**config.mk**
```make
export PLATFORM = sky130hd
export DESIGN_NAME = bdu_result_arbiter
export DESIGN_NICKNAME = d
export VERILOG_FILES = /design/src/rtl/bdu_result_arbiter_pkg.sv /design/src/rtl/bdu_result_arbiter_rr_arbiter.sv /design/src/rtl/bdu_result_arbiter.sv
export SDC_FILE = /design/constraint.sdc
export NUM_CORES = 1
export LEC_CHECK = 0
export CORE_MARGIN = 10
export CORE_UTILIZATION = 56
export DETAILED_ROUTE_END_ITERATION = 7
export GPL_TIMING_DRIVEN = 0
export PLACE_DENSITY = 0.91
export SLEW_MARGIN = 20
export SYNTH_ARGS = -nofsm -noshare
export SYNTH_HDL_FRONTEND = slang
export SYNTH_SLANG_ARGS = --single-unit
```
**constraint.sdc**
```tcl
create_clock -name clk -period 7.3 [get_ports clk]
set_clock_uncertainty 0.2 [all_clocks]
set_input_delay 1.095 -clock clk [delete_from_list [all_inputs] [get_ports clk]]
set_output_delay 1.095 -clock clk [all_outputs]
set_load 0.01 [all_outputs]
```
**src/rtl/bdu_result_arbiter_pkg.sv**
```systemverilog
// rtl/bdu_result_arbiter_pkg.sv - shared types for the BDU result arbiter
package bdu_result_arbiter_pkg;

   localparam int NUM_BDU    = 4;
   localparam int DIST_WIDTH = 16;
   localparam int PTR_W      = (NUM_BDU > 1) ? $clog2(NUM_BDU) : 1;

   typedef struct packed {
      logic [DIST_WIDTH-1:0] distance;
      logic                  valid;
   } knn_entry_t;

   typedef enum logic [1:0] {IDLE, RUN, DONE} arb_state_t;

endpackage

```
**src/rtl/bdu_result_arbiter_rr_arbiter.sv**
```systemverilog
// rtl/bdu_result_arbiter_rr_arbiter.sv - combinational round-robin picker
// Grants the first request found scanning from ptr_i upward, wrapping modulo N.
module rr_arbiter #(
   parameter int N     = 4,
   parameter int PTR_W = 2
) (
   input  logic [N-1:0]     req_i,
   input  logic [PTR_W-1:0] ptr_i,
   output logic [N-1:0]     grant_o,
   output logic             any_o,
   output logic [PTR_W-1:0] idx_o,
   output logic [PTR_W-1:0] next_ptr_o
);

   logic [PTR_W-1:0] cand;

   always_comb begin
      grant_o    = '0;
      any_o      = 1'b0;
      idx_o      = '0;
      next_ptr_o = ptr_i;
      cand       = '0;
      for (int k = 0; k < N; k++) begin
         cand = PTR_W'((int'(ptr_i) + k) % N);
         if (!any_o && req_i[cand]) begin
            any_o       = 1'b1;
            grant_o[cand] = 1'b1;
            idx_o       = cand;
            next_ptr_o  = PTR_W'((int'(cand) + 1) % N);
         end
      end
   end

endmodule

```
**src/rtl/bdu_result_arbiter.sv**
```systemverilog
// rtl/bdu_result_arbiter.sv - serialises BDU distance results into the TopK insert port
// One holding slot per BDU; a round-robin scan drains at most one slot per cycle.
module bdu_result_arbiter
   import bdu_result_arbiter_pkg::*;
#(
   parameter int CNT_WIDTH = 16
) (
   input  logic                         clk,
   input  logic                         reset,
   input  logic                         query_start,
   input  logic [CNT_WIDTH-1:0]         num_points,
   input  logic [NUM_BDU-1:0]           bdu_done,
   input  knn_entry_t [NUM_BDU-1:0]     bdu_entry,
   output logic [NUM_BDU-1:0]           bdu_ready,
   output logic [NUM_BDU-1:0]           topk_valid,
   output knn_entry_t                   topk_entry,
   output logic [CNT_WIDTH-1:0]         issued_count,
   output logic                         query_done,
   output logic                         overflow
);

   arb_state_t                state_q;
   knn_entry_t [NUM_BDU-1:0]  slot_q;
   logic [NUM_BDU-1:0]        full_q;
   logic [PTR_W-1:0]          rr_ptr_q;
   logic [CNT_WIDTH-1:0]      count_q;
   logic [CNT_WIDTH-1:0]      target_q;
   logic [NUM_BDU-1:0]        topk_valid_q;
   knn_entry_t                topk_entry_q;
   logic                      done_q;
   logic                      overflow_q;

   logic [NUM_BDU-1:0]        grant;
   logic                      grant_any;
   logic [PTR_W-1:0]          grant_idx;
   logic [PTR_W-1:0]          next_ptr;
   logic [CNT_WIDTH-1:0]      count_inc;

   assign count_inc = count_q + 1'b1;

   rr_arbiter #(
      .N     (NUM_BDU),
      .PTR_W (PTR_W)
   ) u_rr (
      .req_i      (full_q),
      .ptr_i      (rr_ptr_q),
      .grant_o    (grant),
      .any_o      (grant_any),
      .idx_o      (grant_idx),
      .next_ptr_o (next_ptr)
   );

   always_ff @(posedge clk or negedge reset) begin
      if (!reset) begin
         state_q      <= IDLE;
         slot_q       <= '0;
         full_q       <= '0;
         rr_ptr_q     <= '0;
         count_q      <= '0;
         target_q     <= '0;
         topk_valid_q <= '0;
         topk_entry_q <= '0;
         done_q       <= 1'b0;
         overflow_q   <= 1'b0;
      end else if (query_start) begin
         // Results arriving on the start edge belong to no query and are ignored.
         state_q      <= (num_points == '0) ? DONE : RUN;
         full_q       <= '0;
         rr_ptr_q     <= '0;
         count_q      <= '0;
         target_q     <= num_points;
         topk_valid_q <= '0;
         done_q       <= (num_points == '0);
         overflow_q   <= 1'b0;
      end else begin
         topk_valid_q <= '0;
         if (state_q == RUN) begin
            for (int i = 0; i < NUM_BDU; i++) begin
               if (bdu_done[i]) begin
                  if (full_q[i]) overflow_q <= 1'b1;
                  else           slot_q[i]  <= bdu_entry[i];
               end
            end
            // Capture looks only at registered fullness, so a slot issued now cannot refill.
            full_q <= (full_q & ~grant) | (bdu_done & ~full_q);
            if (grant_any) begin
               topk_valid_q <= grant;
               topk_entry_q <= slot_q[grant_idx];
               rr_ptr_q     <= next_ptr;
               count_q      <= count_inc;
               if (count_inc == target_q) begin
                  state_q <= DONE;
                  done_q  <= 1'b1;
               end
            end
         end else if (|bdu_done) begin
            overflow_q <= 1'b1;
         end
      end
   end

   assign bdu_ready    = ~full_q;
   assign topk_valid   = topk_valid_q;
   assign topk_entry   = topk_entry_q;
   assign issued_count = count_q;
   assign query_done   = done_q;
   assign overflow     = overflow_q;

endmodule

```
==> results of run 1 <==
==> path summary, 6_finish.rpt <==
path,slack [ps],start,depth (start not counted),to
worst max register to register,3030,rr_ptr_q[0],11,topk_entry[12]
worst max-delay path,3030,rr_ptr_q[0],11,topk_entry[12]
min in group asynchronous,380,reset,1,slot_q[55]
worst min register to register,300,topk_entry[10],2,topk_entry[10]
worst min-delay path,300,topk_entry[10],2,topk_entry[10]
max in group asynchronous,5760,reset,2,issued_count[2]
==> where the power goes <==
group,leakage [nW],internal (mW),switching [mW]
Clock,0.283,0.514,0.343
Sequential,1.60,0.885,0.121
Combinational,1.75,0.392,0.320
==> cells in the final DEF, fill, tap and decap left out, types with 6 or more instances in the layout <==
cell type and instances:
mux4_2 15, xnor2_1 19, mux2_2 85, nand4_1 10, inv_1 14, clkdlybuf4s50_1 131
nor4_1 10, clkbuf_1 30, nand2_1 79, xor2_1 15, o21ai_0 11, and2_1 6
nor2_1 39, a21oi_1 15, nor2b_1 9, a311oi_1 6, nand3_1 10, clkbuf_16 17
dfrtp_1 130, ha_1 7
==> layer usage <==
metal | vias up | track usage | share of wire
met4 | 0 | 0.0997 | 0.033
met3 | 63 | 0.0665 | 0.073
met1 | 2756 | 0.275 | 0.37
li1 | 2409 | - | -
met2 | 296 | 0.423 | 0.52
met5 | - | 0 | 0
==> sequential cells by signal, indices dropped and copies added, names as in the netlist <==
signal	cells
slot_q	68
topk_entry	17
issued_count	16
target_q	16
full_q	4
topk_valid	4
rr_ptr_q	2
overflow	1
query_done	1
state_q	1
==> final cells by class <==
type / count / area [um2] / share of cell area
multi-input combinational: 408 / 3240 / 0.367
buffer: 36 / 151 / 0.0172
clock buffer: 18 / 439 / 0.0498
inverter: 14 / 52.6 / 0.00596
sequential: 130 / 3250 / 0.369
timing repair buffer: 133 / 1350 / 0.153
clock inverter: 14 / 154 / 0.0175
tap: 143 / 179 / 0.0203
==> kinds of logic after synthesis <==
| family | count (synthesis) |
|---|---|
| muxes | 108 |
| DFF | 130 |
| adders and majority gates | 8 |
| buffers and inverters | 50 |
| xor gates and xnor gates | 34 |
| AOI/OAI and AO/OA | 66 |
| and+or+nand+nor | 192 |
==> worst register-to-register path: stages (launching register included) <==
cell and delay (ps):
dfrtp_1 420, buf_2 280, inv_1 150, ha_1 300, buf_2 170, clkbuf_1 370, nand2_1 130, a32oi_1 940
clkbuf_1 610, mux4_2 420, nand2_1 100, nand2_1 60
==> qor.yml, run 1 <==
fin_crit_sh: 0.585
hold_viol: 0
core_area_um2: 11600
vias: 5524
cp_slowest_cell: "a32oi_1"
synth-simple-area-share: 0.137
cts_setup_buffers: 0
synthMuxAreaShare: 0.215
async_flop_share: 1.00
synthAdderAreaFrac: 0.0146
placed_cells_incl_taps: 864
fillerInstances: 692
start_util: 0.578
cp_top_family: "buffers and inverters"
via_per_inst: 6.17
path_class: "register to register"
path_cells: "buf_2 -> inv_1 -> ha_1 -> buf_2 -> clkbuf_1 -> nand2_1 -> a32oi_1 -> clkbuf_1 -> mux4_2 -> nand2_1 -> nand2_1"
drc_errors: 0
fin_crit_ps: 4270
peakVddDrop_mv: 0.222
io_pins: 134
yosys.area_share.xor_xnor: 0.0445
status: "completed"
clockBufferDepth: 2
netlist_area_um2: 6690
grt_pass1_vias: 5818
cts_htree_levels: 4
endpoint_kind: "register"
die_w_um: 129
power.leakage_nw: 3.64
firstDrtPassIters: 5
setup_viol: 0
synth-edff-count: 0
grt_pass1_wl_um: 31200
maxSlewViolCount: 0
cp-start-kind: "register"
fp.dieH_um: 129
grt_max_degree: 86
drt-wirelength-per-cell_um: 22.5
drtAntennaViolNets: 0
required_ps: 7410
clock_latency_ps: 430
drtIter0Drc: 520
wl_um: 20200
io_buffers: 132
cts.reportedPaths.clkPinSlew_ps: 60
die-area_um2: 16700
cts_tree: "yes"
synth-seq-area-share: 0.487
max_stage_delay_ps: 940
cts-buffers-inserted: 17
hpwl_um: 14300
hold_class: "register to register"
synth_most_common_cell: "dfrtp_1"
tns_ps: 0
clock_sinks: 130
ctsResizeCount: 0
place_ws_ps: 3240
routabilityCongestion: 0.905
ys_types: 56
ys_ff_latch: 130
finalInstanceArea_um2: 8810
nNetsFinal: 838
maxCapViolations: 0
worst_slack_ps: 3030
rows: 39
grt_use_total: 0.242
synth_top_area_cell: "dfrtp_1"
n_antenna_cell: 0
area_delta_synth_final_pct: 31.9
cp_max_fo: 10
synthTopCellsByCount: "dfrtp_1 (130), mux2_2 (85), nand2_1 (79)"
synth_area_per_cell_um2: 11.4
tightest_slew_ps: 1130
holdBufCountCts: 0
power.density_nw_per_um2: 292
overflow: 0
antenna_found_initial: 0
ys_dominant_reg_cell: "dfrtp_1"
root_buffer: "clkbuf_16"
crit_buf_inv: 5
path_common_cell: "nand2_1"
worst_hold_slack_ps: 304
synth_compound_area_frac: 0.0713
fin_util: 0.762
synth_nets: 686
rsz0062_at_grt: "no"
synth_top_family_by_area: "multiplexers"
synth_area_leaders: "dfrtp_1 (49%), mux2_2 (14%), mux4_2 (5.1%)"
fmax_ghz: 0.234
timing.slew.headroom: 0.245
place_area_um2: 8220
yosys.area.top_type_share: 0.487
crit_arrival_ps: 4390
synth_warnings: 0
syn_inst: 588
layout-drive-gt1-share: 0.198
p_total_mw: 2.58
instances_no_fill: 896
(Power assumes the default switching activity.)
==> run 2: changes to the inputs <==
Settings changed: CORE_UTILIZATION 56 to 47, PLACE_DENSITY 0.91 to 0.82.
Clock period 7.3 ns to 3.9 ns, I/O delays scaled along.
==> run 2 against run 1 <==
The flow now finishes with violations (negative hold slack). Design area grew 1.8%. Setup slack lost 2800 ps. Flip-flop and latch count is the same. Wire length shrank 5.1%. Clock-buffer cell count grew 1. Sequential share of layout area shrank 0.65 points. Combinational power grew 89%. Critical path type unchanged. Critical endpoint is now topk_entry[14].
==> qor.yml, run 2 (synthesized netlist as in run 1, its figures left out) <==
maxSlewViolCount: 0  # unchanged
maxCapViolations: 0  # unchanged
start_util: 0.480  # was 0.578
cts_tree: "yes"  # unchanged
fin_crit_sh: 0.953  # was 0.585
path_class: "register to register"  # unchanged
setup_viol: 0  # unchanged
io_pins: 134  # unchanged
placed_cells_incl_taps: 901  # was 864
io_buffers: 132  # unchanged
vias: 5368  # was 5,524
regMostFlops: "slot_q"  # unchanged
hpwl_um: 13700  # was 14,300 um
hold_viol: 24  # was 0
n_antenna_cell: 0  # unchanged
max_stage_delay_ps: 580  # was 940 ps
place_ws_ps: -168  # was 3240 ps
drt-wirelength-per-cell_um: 20.4  # was 22.5 um
wl_um: 19100  # was 20,200 um
clock_sinks: 130  # unchanged
worst_hold_slack_ps: -18.7  # was 304 ps
via_per_inst: 5.73  # was 6.17
die_w_um: 139  # was 129 um
timing.slew.headroom: 0.448  # was 0.245
layout-drive-gt1-share: 0.205  # was 0.198
crit_arrival_ps: 3820  # was 4390 ps
drtAntennaViolNets: 0  # unchanged
grt_pass1_wl_um: 30600  # was 31,200 um
clockBufferDepth: 2  # unchanged
fin_util: 0.644  # was 0.762
violations: "negative hold slack"
met2WireLength_um: 9840  # was 10,600 um
grt_pass1_vias: 5690  # was 5,818
cp-start-kind: "register"  # unchanged
instances_no_fill: 937  # was 896
die-area_um2: 19400  # was 16,700 um2
mostFrequentLayoutCells: "clkdlybuf4s50_1 (131), dfrtp_1 (130), mux2_2 (85)"  # unchanged
overflow: 0  # unchanged
peakVddDrop_mv: 0.376  # was 0.222 mV
cp_slowest_cell: "mux4_2"  # was a32oi_1
path_cells: "clkbuf_4 -> inv_1 -> ha_1 -> buf_2 -> mux4_2 -> o21bai_1 -> a221oi_4 -> buf_12 -> buf_8 -> mux4_2 -> nand2_1 -> nand2_1"  # was buf_2 -> inv_1 -> ha_1 -> buf_2 -> clkbuf_1 -> nand2_1 -> a32oi_1 -> clkbuf_1 -> mux4_2 -> nand2_1 -> nand2_1
final_common_cell: "clkdlybuf4s50_1"  # unchanged
grt_max_degree: 73  # was 86
firstDrtPassIters: 5  # unchanged
hold_class: "input pin to asynchronous set/reset pin"  # was register to register
routabilityCongestion: 0.956  # was 0.905
endpoint_kind: "register"  # unchanged
area_delta_synth_final_pct: 34.2  # was 31.9%
fillerInstances: 1050  # was 692
cts-buffers-inserted: 17  # unchanged
cp_top_family: "multiplexers"  # was buffers and inverters
p_total_mw: 4.95  # was 2.58 mW
antenna_found_initial: 0  # unchanged
clock_latency_ps: 420  # was 430 ps
drc_errors: 0  # unchanged
core_area_um2: 13900  # was 11,600 um2
cp_max_fo: 10  # unchanged
grt_use_total: 0.195  # was 0.242
nNetsFinal: 842  # was 838
tns_ps: 0  # unchanged
tightest_slew_ps: 820  # was 1130 ps
fin_crit_ps: 3720  # was 4270 ps
largest_reg_flops: 68  # unchanged
rows: 43  # was 39
root_buffer: "clkbuf_16"  # unchanged
worst_slack_ps: 185  # was 3030 ps
wl_met1_um: 7890  # was 7480 um
power.density_nw_per_um2: 552  # was 292 nW/um2
drtIter0Drc: 385  # was 520
fp.dieH_um: 139  # was 129 um
cts_htree_levels: 4  # unchanged
cts.reportedPaths.clkPinSlew_ps: 60  # about the same
crit_buf_inv: 5  # unchanged
wl_met3_um: 1010  # was 1470 um
rsz0062_at_grt: "no"  # unchanged
status: "finished with violations"  # was completed
fmax_ghz: 0.269  # was 0.234 GHz
power.leakage_nw: 3.69  # was 3.64 nW
top_layer_used: "met4"  # unchanged
required_ps: 4010  # was 7410 ps
-- run 2: cell count changes in the layout (fill, tap and decap cells not counted), sizes merged --
cell | previous run | this run
clkbuf | 48 | 50
clkinv | 6 | 5
clkinvlp | 3 | 1
buf | 8 | 11
bufinv | 2 | 4
-- run 2: power by group --
group	leakage [nW]	internal (mW)	switching (mW)
clock network	0.315	1.11	0.618
logic	1.78	0.765	0.585
registers	1.60	1.66	0.211
-- run 2: path summary, 6_finish.rpt --
path / startpoint / endpoint / slack [ps] / cells after the start
min reg2reg: topk_entry[11] / topk_entry[11] / 270 / 2
min: reset / issued_count[11] / -20 / 1
max reg2reg: rr_ptr_q[0] / topk_entry[14] / 180 / 12
min in group clk: topk_entry[11] / topk_entry[11] / 270 / 2
max: rr_ptr_q[0] / topk_entry[14] / 180 / 12
max in group asynchronous: reset / topk_valid[3] / 2790 / 2
-- run 2: cell type report --
cell class              instances  area, um2  share of cell area
repair buffers                137       1390               0.155
multi-input cells             408       3240               0.361
well taps                     180        225              0.0251
clock buffers                  19        453              0.0505
clock inverters                13        198              0.0220
flip-flops and latches        130       3250               0.363
inverters                      14       52.6             0.00586
plain buffers                  36        155              0.0173
-- run 2: metrics by stage --
stage | hold WS [ps] | area, um2
after floorplan | 89.4 | 6690
after global placement | 262 | 8230
after detailed placement | 264 | 8270
after CTS | 2.25 | 8970
after global routing | 32.7 | 8970
final | -18.7 | 8970
-- run 2: timing repair --
action                                 4_1_cts  5_1_grt
hold buffers                                 0        0
pin swaps                                    1        0
buffers inserted                             4        0
cloned                                       0        0
endpoints found under the hold margin        0        0
gates resized for setup                      1        3
setup endpoints to repair                   13       11
-- run 2: metal layers --
metal | vias to the layer above | GRT usage
met3 | 28 | 0.0388
met1 | 2705 | 0.236
met2 | 218 | 0.333
li1 | 2417 | -
met5 | - | 0
met4 | 0 | 0.0780
